===== src/rtl/exu_seq.sv =====
// rtl/exu_seq.sv - EXU sequencer: accepts decoded ops, times single/multi-cycle
// execution, and presents results to the WBU with branch redirect.
module exu_seq #(
  parameter int unsigned MUL_LAT = 4
) (
  input  logic        clk,
  input  logic        rst_n,
  input  logic        flush,
  input  logic        in_valid,
  output logic        in_ready,
  input  logic        in_multi,
  input  logic        in_is_branch,
  input  logic [4:0]  in_rd,
  output logic        ex_en,
  input  logic [31:0] ex_result,
  input  logic [31:0] ex_branch_pc,
  output logic        out_valid,
  input  logic        out_ready,
  output logic [31:0] out_data,
  output logic [4:0]  out_rd,
  output logic        redirect,
  output logic [31:0] redirect_pc,
  output logic        busy
);

  typedef enum logic [1:0] {IDLE, EXEC, WAIT, RESP} state_t;

  state_t      state_q;
  logic [3:0]  cnt_q;
  logic        multi_q;
  logic        branch_q;
  logic [31:0] out_data_q;
  logic [4:0]  out_rd_q;
  logic [31:0] redirect_pc_q;

  logic out_hs;
  logic taken;
  logic accept;

  assign out_hs = (state_q == RESP) && out_ready;
  assign taken  = out_hs && branch_q && out_data_q[0];

  // A retiring taken branch refuses the next op so the IDU can refetch first.
  assign in_ready = rst_n && !flush &&
                    ((state_q == IDLE) || (out_hs && !taken));
  assign accept   = in_valid && in_ready;

  assign ex_en       = accept;
  assign out_valid   = (state_q == RESP);
  assign busy        = (state_q != IDLE);
  assign out_data    = out_data_q;
  assign out_rd      = out_rd_q;
  assign redirect    = taken && !flush;
  assign redirect_pc = redirect_pc_q;

  always_ff @(posedge clk or negedge rst_n) begin
    if (!rst_n) begin
      state_q       <= IDLE;
      cnt_q         <= '0;
      multi_q       <= 1'b0;
      branch_q      <= 1'b0;
      out_data_q    <= '0;
      out_rd_q      <= '0;
      redirect_pc_q <= '0;
    end else if (flush) begin
      state_q <= IDLE;
      cnt_q   <= '0;
    end else begin
      case (state_q)
        IDLE: state_q <= IDLE;
        EXEC: begin
          if (multi_q) begin
            cnt_q   <= 4'(MUL_LAT - 2);
            state_q <= WAIT;
          end else begin
            out_data_q    <= ex_result;
            redirect_pc_q <= ex_branch_pc;
            state_q       <= RESP;
          end
        end
        WAIT: begin
          if (cnt_q == 4'd0) begin
            out_data_q    <= ex_result;
            redirect_pc_q <= ex_branch_pc;
            state_q       <= RESP;
          end else begin
            cnt_q <= cnt_q - 4'd1;
          end
        end
        RESP: if (out_ready) state_q <= IDLE;
        default: state_q <= IDLE;
      endcase
      // Placed after the case so a back-to-back accept in RESP wins over IDLE.
      if (accept) begin
        multi_q  <= in_multi;
        branch_q <= in_is_branch;
        out_rd_q <= in_is_branch ? 5'd0 : in_rd;
        state_q  <= EXEC;
      end
    end
  end

endmodule


===== config.mk =====
export PLATFORM = sky130hd
export DESIGN_NAME = exu_seq
export DESIGN_NICKNAME = d
export VERILOG_FILES = /design/src/rtl/exu_seq.sv
export SDC_FILE = /design/constraint.sdc
export NUM_CORES = 1
export LEC_CHECK = 0
export ABC_AREA = 1
export BUFFER_PORTS_ARGS = -buffer_cell sky130_fd_sc_hd__clkbuf_2
export CAP_MARGIN = 5
export CORE_ASPECT_RATIO = 0.9
export CORE_UTILIZATION = 40
export DETAILED_ROUTE_END_ITERATION = 7
export GPL_TIMING_DRIVEN = 0
export PLACE_DENSITY = 0.79
export SLEW_MARGIN = 40
export SYNTH_ARGS = -nofsm -noshare
export SYNTH_HDL_FRONTEND = slang
export SYNTH_SLANG_ARGS = --single-unit

===== constraint.sdc =====
create_clock -name clk -period 2.1 [get_ports clk]
set_input_delay 0.105 -clock clk [delete_from_list [all_inputs] [get_ports clk]]
set_output_delay 0.105 -clock clk [all_outputs]
set_load 0.01 [all_outputs]

# Yosys cells after proc, flatten, opt, wreduce, memory -nomap -nowiden
# Cells that the tools add are included.
[op_classes]
reduce_logical = 20
eq_ne = 9
add_sub_neg = 1
bitwise_logic = 1
mux = 17
[ops]
columns = ["cell", "n"]
rows = [
  ["32-bit 2-to-1 mux", 4],
  ["32-bit case mux with 2 select lines", 2],
  ["4-bit 2-to-1 mux", 3],
  ["1-bit logical AND", 8],
  ["2-bit 2-to-1 mux", 4],
  ["2-bit case mux with 4 select lines", 1],
  ["4-bit case mux with 2 select lines", 1],
  ["3-bit != test (second input constant)", 2],
  ["5-bit 2-to-1 mux", 1],
  ["2-bit == test (second input constant)", 2],
  ["4-bit logical NOT", 1],
  ["2-bit != test (second input constant)", 2],
  ["4-bit by 3-bit != test with 1-bit output (second input constant)", 1],
  ["4-bit != test (second input constant)", 1],
  ["2-bit AND reduction", 2],
  ["4-bit AND reduction", 1],
  ["2-bit nonzero test", 2],
  ["4-bit by 1-bit subtractor with 4-bit output (second input constant)", 1],
  ["3-bit AND reduction", 1],
  ["3-bit nonzero test", 1],
  ["2-bit by 1-bit == test with 1-bit output (second input constant)", 1],
  ["1-bit logical NOT", 2],
  ["2-bit logical NOT", 1],
  ["1-bit logical OR", 1],
  ["other kinds (2)", 2],
]
[totals]
ff_bits = 77
output_inout_bits = 74

# Depth between registers and ports, before layout
# Gate-level depths: netlist of run 1.
[logic_depth]
word_depth = 11
mapped_depth = 11

# Least setup slack after synthesis of run 1
# Ideal clock, no wire load.
[synth_timing]
kind = "register to register"
start = "register state_q[1]"
end = "register out_data_q[10] (netlist: out_data[10])"
slack_ns = 0.608
t_required_ns = 1.982
arrival_time_ns = 1.375
path_stages_with_launch = 12
period_less_slack_ns = 1.492
n_path_buf = 2
setup_time_ns = 0.118
path_cell_list = "dfrtp_1 -> inv_1 -> ha_1 -> inv_1 -> nor2_2 -> inv_1 -> o21ai_2 -> nand3_2 -> buf_6 -> buf_6 -> nand2_1 -> o21ai_2"
[synth_between]
elab_chain_len = 3
[synth_lines]
columns = ["item", "line", "rtl"]
rows = [
  ["start: declaration", "28", "state_t state_q;"],
  ["start signal: assignment", "58", "state_q <= IDLE;"],
  ["start signal: assignment", "66", "state_q <= IDLE;"],
  ["start signal: assignment", "70", "IDLE: state_q <= IDLE;"],
  ["2-bit == test or 2-bit by 1-bit == test with 1-bit output (tied branches)", "69", "case (state_q)"],
  ["2-bit != test (no source line) or 2-bit nonzero test (tied branches)", "-", ""],
  ["4-bit AND reduction (no source line)", "-", ""],
  ["end signal: assignment", "76", "out_data_q <= ex_result;"],
  ["end signal: assignment", "83", "out_data_q <= ex_result;"],
  ["end: declaration", "32", "logic [31:0] out_data_q;"],
]
# Several ways; a longest one is shown, not always the timed one.
# A chain may end at the register's enable or synchronous reset.

# Worst setup path after layout of run 1
[layout_timing]
start = "input port rst_n"
end = "output port ex_en"
[layout_between]
elab_chain_len = 3
[layout_lines]
columns = ["item", "line", "rtl"]
rows = [
  ["start: declaration", "7", "input logic rst_n,"],
  ["1-bit logical AND (2 in a row)", "44", "assign in_ready = rst_n && !flush &&"],
  ["1-bit logical AND", "46", "assign accept = in_valid && in_ready;"],
  ["end: declaration", "14", "output logic ex_en,"],
]
# Every way passes these cells.

==> metrics.md, run 1 <==
| Metric | Value |
|---|---|
| Diode count | `0` |
| Die Footprint | `0.00931 mm^2` |
| Initial antenna violation count | `0` |
| Drt pass-1 iters | `4` |
| Final GP Congestion | `0.799` |
| Gr ovfl total | `0` |
| Worst-Skew Late Latency | `0.34 ns` |
| Area fraction of the dominant cell type after synthesis | `54.0%` |
| Worst hold path type | `in -> reg` |
| Fmax | `571 MHz` |
| CP Data Required Time | `2.00 ns` |
| Fillers | `695` |
| Critical Path AT | `1.65 ns` |
| Final hold vios | `0` |
| Cell count after synthesis | `372` |
| Chip Height | `91.6 um` |
| Final Power | `0.00544 W` |
| Synth cell count leaders | `nand2_1, inv_1, dfrtp_1` |
| Fin crit share | `83.4%` |
| Worst-margin pin slew | `0.307 ns` |
| Final setup fails | `0` |
| Seq cells post-synth | `77` |
| Synth area leader | `dfrtp_1` |
| Layout cells sized above 1 | `41.1%` |
| Clock buffers created by TritonCTS | `9` |
| Yosys warns | `0` |
| Vias | `3,223` |
| Clock skew | `0.0132 ns` |
| CP Launch Type | `primary input` |
| Clk root buf | `clkbuf_8` |
| PD cells | `1010 mW/mm^2` |
| Nets@finish | `683` |
| Clock Pin Slew Worst Setup and Hold Paths | `0.07 ns` |
| Slew HR | `79.5%` |
| CTS tree | `done` |
| WL final | `9140 um` |
| Number of global-route vias before repair | `3,319` |
| Clk sinks | `77` |
| Max rail drop VDD | `0.000636 V` |
| Final hold slack | `0.0171 ns` |
| Endpoint type of the worst setup path | `output port` |
| Drt via density | `4.45` |
| Post-CTS Setup Bufs | `0` |
| Final HPWL from detailed placement | `5810 um` |
| Synth Net Count | `454` |
| Ports | `150` |
| RSZ-0062 raised after global routing | `false` |
| Number of max-cap violations | `0` |
| DR DRC count | `0` |
| Synth async-reset ratio | `100%` |
| Initial core utilization | `41.5%` |
| Final period demand of the worst path | `1.75 ns` |
| WL/cell | `12.6 um` |
| Sequential area share after synthesis | `54.0%` |
| Synth area leaders | `dfrtp_1, o21ai_2, nand2_1` |
| Syn Area/Cell | `9.60 um^2` |
| Die extent in x | `102 um` |
| Pleak | `3.02 nW` |
| Global-route wire length before repair | `15,200 um` |
| Final non-filler cell total | `725` |
| Largest net degree at the start of global routing | `44` |
| Num rows | `32` |
| Buffers on Ports | `149` |
| Synthesized area | `0.00357 mm^2` |
| GRT Total Usage | `21.1%` |
| Crit Path Category | `in -> out` |
| Most frequent cell after synthesis | `nand2_1` |
| Finished Core Util | `62.3%` |
| CORE AREA | `0.00861 mm^2` |
| Crit Path Max Fanout | `36` |
| Reg area | `0.00193 mm^2` |
| Unique masters post-synth | `19` |
| Post-synth top flop | `dfrtp_1` |
| Multi-input logic area | `0.00118 mm^2` |
| Antenna violation net count after detailed routing | `0` |
| Outcome | `complete, no violations` |
| Clock Tree Buf Depth | `2` |
| Slew Limit Fails | `0` |
| Layout area overhead | `50.3%` |
| Initial DRC Count | `103` |
| Inst Count DP | `641` |
| EDFF count, synth | `0` |
| H-tree level count | `3` |
## state kept, by name, indices dropped and copies added (netlist names)
name,cells
branch_q,1
cnt_q,4
multi_q,1
out_data,32
out_rd,5
redirect_pc,32
state_q,2
## layout by cell type, fill, tap and decap left out
master           n
clkinv_4         1
nand4_1          1
nand3_1          5
inv_1           78
bufinv_16        1
xor2_1           1
o21ai_2         65
clkbuf_8        10
clkbuf_2       148
nand3_2          2
buf_2            1
o21ai_0         10
dfrtp_1         77
buf_6           14
nor2_2           1
clkinvlp_4       2
inv_2            1
clkbuf_1         1
ha_1             6
a21oi_1          2
dlygate4sd3_1   68
buf_12           1
a21boi_0         1
nor3_1           1
nor2_1           5
nand2_1        100
nor3b_1          1
clkinv_2         2
## worst max-delay path, cell delays in order
cell and delay [ns]:
dlygate4sd3_1 0.55, clkbuf_8 0.32, inv_1 0.07, nor2_1 0.15, nand3_2 0.19, inv_1 0.12, clkbuf_2 0.14
## cell families after synthesis
kind of cell,count (synthesis),synth area share [%]
flip-flops,77,54.0
adder cells (fa/ha/maj),6,2.10
AND/OR/NAND/NOR,116,13.0
AO/OA/AOI/OAI,78,17.8
buffers and inverters,94,12.9
XOR/XNOR,1,0.245
## worst paths after layout
kind | from | end | slack (ns) | depth (start not counted)
worst min register to register | redirect_pc[18] | redirect_pc[18] | 0.48 | 2
min in group asynchronous | rst_n | out_data[30] | 0.24 | 2
worst max-delay path | rst_n | ex_en | 0.35 | 7
max in group asynchronous | rst_n | out_data[26] | 1.35 | 3
worst max register to register | state_q[1] | out_data[18] | 0.37 | 11
worst min-delay path | in_rd[2] | out_rd[2] | 0.02 | 3
## layout make-up
type | count | area share, %
multi-input combinational | 201 | 22.1
clock buffer | 10 | 2.38
clock inverter | 6 | 1.19
inverter | 79 | 5.53
timing repair buffer | 218 | 27.1
sequential | 77 | 35.9
tap | 119 | 2.77
buffer | 15 | 3.03
## metal layers
| layer | GRT usage [%] | vias up | routed length (um) |
|---|---|---|---|
| met5 | 0 | - | 0 |
| met4 | 9.06 | 0 | 243 |
| met3 | 6.71 | 23 | 493 |
| met2 | 37.4 | 114 | 4860 |
| met1 | 22.9 | 1501 | 3550 |
| li1 | - | 1585 | - |
## what timing repair did
item / CTS / global route
resized for setup: 0 / 0
hold buffers: 67 / 1
hold endpoints to repair: 140 / 1
## where the power goes
part,total [W],switching (W),internal (W)
registers,0.00237,0.000324,0.00205
clock network,0.00109,0.000538,0.000547
logic,0.00199,0.00107,0.000918
## through the flow
| stage | setup WS (ns) | cell area, um^2 | TNS, ns |
|---|---|---|---|
| floorplan | 0.608 | 3570 | 0 |
| global placement | -0.452 | 4470 | -4.04 |
| detailed placement | 0.419 | 4490 | 0 |
| CTS | 0.342 | 5360 | 0 |
| global route | 0.163 | 5370 | 0 |
| finish | 0.350 | 5370 | 0 |
Note: power is estimated with default switching activity, not from simulation.
==> run 2: changes to the inputs <==
- clock period: 2.1 -> 1.8 ns (I/O delays scaled with it)
==> run 2 against run 1 <==
Total power increased by 17%. Die area unchanged. Combinational power increased by 18%. Register-to-register slack got worse by 0.27 ns. Critical endpoint is now out_data[18]. Largest power group unchanged.
==> metrics.md, run 2 (same netlist as run 1, synthesis figures left out) <==
| Metric | Value |
|---|---|
| Critical Path AT | `1.94 ns (+0.29 ns)` |
| Number of global-route vias before repair | `3,329 (+0.30%)` |
| Final HPWL from detailed placement | `5810 um (unchanged)` |
| Dpl cell area | `0.00449 mm^2 (unchanged)` |
| Clk sinks | `77 (unchanged)` |
| Net switching power | `0.00226 W (+17%)` |
| PD cells | `1170 mW/mm^2 (+15%)` |
| Die extent in x | `102 um (unchanged)` |
| CTS tree | `done` |
| Layout area overhead | `52.6%` |
| Vias | `3,266 (+1.3%)` |
| GRT Total Usage | `21.2% (+0.099 points)` |
| Clock skew | `0.0128 ns (-0.000391 ns)` |
| Final GP Congestion | `0.799 (unchanged)` |
| Final hold slack | `0.00999 ns (-0.00714 ns)` |
| Slew HR | `50.0% (-30 points)` |
| Fmax | `587 MHz` |
| Number of max-cap violations | `0 (unchanged)` |
| Ports | `150 (unchanged)` |
| Most common cell after layout, fill and taps aside | `clkbuf_2` |
| Slew Limit Fails | `0 (unchanged)` |
| Diode count | `0 (unchanged)` |
| Final Power | `0.00637 W (+17%)` |
| Gr ovfl total | `0 (unchanged)` |
| P_int | `0.00411 W (+17%)` |
| Global-route wire length before repair | `15,200 um (+0.32%)` |
| Final period demand of the worst path | `1.70 ns` |
| Drt pass-1 iters | `4 (unchanged)` |
| Combinational Power Share | `36.7% (+0.2 points)` |
| CP Launch Type | `flip-flop` |
| Clock Pin Slew Worst Setup and Hold Paths | `0.08 ns (about the same)` |
| Largest net degree at the start of global routing | `44 (unchanged)` |
| Endpoint type of the worst setup path | `flip-flop` |
| Initial core utilization | `41.5% (unchanged)` |
| Finished Core Util | `63.3% (+0.97 points)` |
| Clock Tree Buf Depth | `2 (unchanged)` |
| Inst Count DP | `641 (unchanged)` |
| Final non-filler cell total | `731 (+0.83%)` |
| CP Data Required Time | `2.03 ns (+0.03 ns)` |
| Crit Path Category | `reg -> reg` |
| Most frequent cells in the layout | `clkbuf_2, nand2_1, inv_1` |
| Num rows | `32 (unchanged)` |
| Nets@finish | `689 (+0.88%)` |
| Drt via density | `4.47 (+0.50%)` |
| DR DRC count | `0 (unchanged)` |
| CORE AREA | `0.00861 mm^2 (unchanged)` |
| RSZ-0062 raised after global routing | `true` |
| Max rail drop VDD | `0.000741 V (+17%)` |
| Initial DRC Count | `97 (-5.8%)` |
| Final hold vios | `0 (unchanged)` |
| WL/cell | `12.8 um (+1.8%)` |
| Fin crit share | `94.7%` |
| Pleak | `3.06 nW (+1.5%)` |
| Final setup fails | `0 (unchanged)` |
| Die Footprint | `0.00931 mm^2 (unchanged)` |
| Clock buffers created by TritonCTS | `9 (unchanged)` |
| Finished Cell Area | `0.00545 mm^2 (+1.6%)` |
| Fillers | `684 (-1.6%)` |
| Antenna violation net count after detailed routing | `0 (unchanged)` |
| Switch share | `35.5% (about the same)` |
| Clk root buf | `clkbuf_8` |
| Initial antenna violation count | `0 (unchanged)` |
| Clock network power share | `19.9% (about the same)` |
| Worst-margin pin slew | `0.748 ns (+0.441 ns)` |
| Crit Path Max Fanout | `10 (-72%)` |
| Chip Height | `91.6 um (unchanged)` |
| Seq pwr share | `43.4% (-0.2 points)` |
| Outcome | `complete, no violations` |
| Buffers on Ports | `149 (unchanged)` |
| Worst-Skew Late Latency | `0.34 ns (about the same)` |
| H-tree level count | `3 (unchanged)` |
| WL final | `9380 um (+2.6%)` |
| Layout cells sized above 1 | `41.2% (+0.087 points)` |
| Worst hold path type | `in -> reg` |
## run 2: changes by cell type in the layout (fill, tap and decap cells not counted)
cell / change
dlymetal6s4s_1: +1
dlygate4sd3_1: +3
buf_4: +1
buf_12: +1
clkbuf_8: -1
ha_1: -1
ha_2: +1
clkbuf_16: +1
## run 2: metal layers
| layer | GRT usage (%) | up-vias | wire length, um |
|---|---|---|---|
| met4 | 8.94 | 0 | 264 |
| met2 | 38.0 | 116 | 4970 |
| li1 | - | 1597 | - |
| met3 | 6.71 | 25 | 496 |
| met5 | 0 | - | 0 |
| met1 | 22.8 | 1528 | 3650 |
## run 2: final timing paths
path	slack, ns	end	startpoint	cells past startpoint
worst max-delay path	0.1	out_data[18]	state_q[1]	11
worst min-delay path	0.01	out_rd[4]	in_rd[4]	3
worst max register to register	0.1	out_data[18]	state_q[1]	11
worst min register to register	0.48	redirect_pc[18]	redirect_pc[18]	2
max in group asynchronous	0.71	branch_q	rst_n	3
min in group asynchronous	0.56	redirect_pc[26]	rst_n	4
## run 2: layout make-up
class	count	area, um^2	share of cell area [%]
clock inverter	6	63.8	1.17
multi-input combinational	201	1190	21.8
buffer	15	163	2.98
clock buffer	10	128	2.34
tap	119	149	2.73
timing repair buffer	224	1540	28.2
inverter	79	297	5.44
sequential	77	1930	35.4
## run 2: what timing repair did
item,in CTS,in global routing
hold buffers,69,3
resized for setup,0,4
setup buffers,0,1
endpoints found under the hold margin,145,23
setup endpoints to repair,0,56
## run 2: power by group through the flow
stage,Combinational [W],Clock [W],Sequential (W)
final,0.00234,0.00127,0.00276
after global routing,0.00257,0.00139,0.00284
after CTS,0.00231,0.00131,0.00275
after detailed placement,0.00219,0,0.00278
after global placement,0.00213,0,0.00275
after floorplan,0.000916,0,0.00307
## run 2: worst max-delay path: stages (launching register included)
cell and delay, ns:
dfrtp_1 0.42, inv_1 0.11, ha_2 0.22, inv_1 0.05, nor2_2 0.09, inv_1 0.07
o21ai_2 0.06, nand3_2 0.10, buf_6 0.18, buf_6 0.15, nand2_1 0.08, o21ai_2 0.07
## run 2: stage by stage
stage	setup slack, ns	setup TNS (ns)
final	0.0963	0
after global routing	-0.0264	-0.111
after CTS	0.0715	0
after detailed placement	0.119	0
after global placement	-0.737	-13.71
after floorplan	0.308	0
==> run 3: changes to the inputs <==
- CORE_MARGIN: unset -> 2
==> run 3 against run 2 <==
Highest routed layer unchanged. Worst hold slack improved by 0.0020 ns. Via count grew 0.34%. Clock skew fell by 0.0033 ns. Total power is 2.8% higher. Sequential share of layout area is 0.75 points lower. Largest power group unchanged. Clock-buffer cell count up 1. Setup slack worse by 0.0096 ns. Final area is 2.2% higher.
==> metrics.md, run 3 (same netlist as run 1, synthesis figures left out) <==
| Metric | Value |
|---|---|
| Outcome | `complete, no violations` |
| Largest net degree at the start of global routing | `41 (-6.8%)` |
| Ports | `150 (unchanged)` |
| R2R Setup Slk | `0.13 ns (+0.03 ns)` |
| Fillers | `684 (unchanged)` |
| WL/cell | `12.9 um (+0.57%)` |
| CP Data Required Time | `1.71 ns (-0.32 ns)` |
| Inst Count DP | `641 (unchanged)` |
| Worst r2r src | `state_q[1]` |
| Drt pass-1 iters | `4 (unchanged)` |
| Crit-path cells | `inv_1 > ha_1 > inv_1 > nand2_1 > nand3_2 > inv_1 > clkbuf_2` |
| Fin crit share | `95.2% (+0.53 points)` |
| Antenna violation net count after detailed routing | `0 (unchanged)` |
| Final hold vios | `0 (unchanged)` |
| Fmax | `584 MHz (-0.56%)` |
| Multi-input logic area | `0.00121 mm^2 (+1.9%)` |
| Number of max-cap violations | `0 (unchanged)` |
| Worst path buffer plus inverter count | `4 (-1)` |
| Gr ovfl total | `0 (unchanged)` |
| Clock skew | `0.00950 ns (-0.00327 ns)` |
| Final period demand of the worst path | `1.71 ns (+0.00955 ns)` |
| Max rail drop VDD | `0.000694 V (-6.3%)` |
| Vias | `3,277 (+0.34%)` |
| Nets@finish | `693 (+0.58%)` |
| Clock Pin Slew Worst Setup and Hold Paths | `0.07 ns (about the same)` |
| Slew HR | `84.8% (+35 points)` |
| Layout cells sized above 1 | `42.0% (+0.77 points)` |
| Chip Height | `93.6 um (+2.2%)` |
| Clock buffers created by TritonCTS | `9 (unchanged)` |
| Slew Limit Fails | `0 (unchanged)` |
| Num rows | `32 (unchanged)` |
| Initial antenna violation count | `0 (unchanged)` |
| DR DRC count | `0 (unchanged)` |
| Slowest CP cell | `dfrtp_1` |
| Number of global-route vias before repair | `3,340 (+0.33%)` |
| Worst-margin pin slew | `0.228 ns (-0.520 ns)` |
| Worst R2R Path Depth | `11 (unchanged)` |
| Worst hold path type | `in -> reg` |
| CTS tree | `done` |
| Crit path max-delay family | `buffers and inverters` |
| Die Footprint | `0.00970 mm^2 (+4.2%)` |
| Endpoint type of the worst setup path | `output port` |
| Hold Path Depth | `3 (unchanged)` |
| WL final | `9500 um (+1.3%)` |
| GRT Total Usage | `19.7% (-1.5 points)` |
| Final non-filler cell total | `736 (+0.68%)` |
| R2r endpoint | `out_data[14]` |
| Clk sinks | `77 (unchanged)` |
| Worst hold start | `in_rd[0]` |
| Initial core utilization | `41.5% (unchanged)` |
| Final HPWL from detailed placement | `6060 um (+4.2%)` |
| Die extent in x | `104 um (+2.0%)` |
| Clk root buf | `clkbuf_8` |
| CORE AREA | `0.00861 mm^2 (unchanged)` |
| Layout area overhead | `55.9%` |
| PD cells | `1180 mW/mm^2 (+0.65%)` |
| Most common cell after layout, fill and taps aside | `clkbuf_2` |
| Drt via density | `4.45 (-0.34%)` |
| Crit Path Max Fanout | `4 (-6)` |
| Reg area | `0.00193 mm^2 (unchanged)` |
| Buffers on Ports | `149 (unchanged)` |
| Worst-Skew Late Latency | `0.34 ns (about the same)` |
| Worst Hold End | `out_rd[0]` |
| Slowest cell delay on critical path | `0.45 ns (+0.03 ns)` |
| Fin Setup TNS | `0 ns (unchanged)` |
| Final GP Congestion | `0.774 (-3.2%)` |
| Critical Path AT | `1.62 ns (-0.32 ns)` |
| Most frequent cells in the layout | `clkbuf_2, nand2_1, inv_1, dfrtp_1, dlygate4sd3_1` |
| Crit Path Category | `reg -> out` |
| CP Launch Type | `flip-flop` |
| Worst path most repeated cell | `inv_1` |
| Final setup fails | `0 (unchanged)` |
| Clock Tree Buf Depth | `2 (unchanged)` |
| H-tree level count | `3 (unchanged)` |
| Global-route wire length before repair | `15,200 um (about the same)` |
| Initial DRC Count | `92 (-5.2%)` |
| Stages on the worst setup path | `7 (-4)` |
| Pleak | `3.10 nW (+1.3%)` |
[run 3: cell count changes in the layout (fill, tap and decap cells not counted), sizes merged]
cell          previous run  this run
clkbuf                 159       160
buf                     18        23
clkinvlp                 2         1
diode                    0         2
bufinv                   1         2
dlymetal6s4s             1         0
clkinv                   3         1
[run 3: timing repair]
action                                  4_1_cts  5_1_grt
resized for setup                             0        6
endpoints found under the setup margin        0       37
buffers inserted                              0        2
hold buffers                                 76        0
endpoints found under the hold margin       125        0
[run 3: through the flow]
step	util, %	setup slack, ns	area, um^2	hold WS, ns	total power [W]
6_report	64.7	0.0867	5570	0.0120	0.00655
5_1_grt	64.6	-0.0204	5560	0.0315	0.00694
4_1_cts	64.1	0.0451	5520	0.00227	0.00658
3_5_place_dp	52.2	0.132	4490	0.0259	0.00500
3_3_place_gp	51.9	-0.756	4470	0.299	0.00489
2_1_floorplan	-	0.308	3570	-0.206	0.00398
[run 3: where the power goes]
part	internal, W	switching, W
sequential	0.00239	0.000383
combinational	0.00110	0.00126
clock	0.000810	0.000611
total	0.00430	0.00225
[run 3: final cells by class]
type | instances | share of cell area (%)
Inverter | 79 | 5.33
Clock buffer | 11 | 2.54
Timing Repair Buffer | 228 | 28.7
Tap cell | 119 | 2.67
Antenna cell | 2 | 0.0899
Clock inverter | 4 | 1.30
Sequential cell | 77 | 34.6
Buffer | 15 | 2.99
Multi-Input combinational cell | 201 | 21.7
[run 3: worst reg2reg max path, delay by kind of cell, from the launching register on]
kind                     cells  cell delay [ns]
flip-flops                   1             0.45
buffers and inverters        5             0.57
AND/OR/NAND/NOR              3             0.28
adder cells (fa/ha/maj)      1             0.15
AO/OA/AOI/OAI                2             0.13
[run 3: worst max-delay path by stage]
| stage | start | slack [ns] | to |
|---|---|---|---|
| floorplan | state_q[1] | 0.31 | out_data[10] |
| global placement | rst_n | -0.76 | out_rd[3] |
| detailed placement | state_q[0] | 0.13 | out_data[7] |
| CTS | rst_n | 0.05 | ex_en |
| global route | state_q[0] | -0.02 | ex_en |
| finish | state_q[0] | 0.09 | ex_en |
[run 3: metal layers]
metal	wire length, um	part of all wire (%)	global-route usage (%)	vias up
met3	456	4.8	5.71	17
met2	5020	53	35.7	108
met1	3840	40	22.5	1548
li1	-	-	-	1604
met4	184	1.9	6.64	0
met5	0	0	0	-
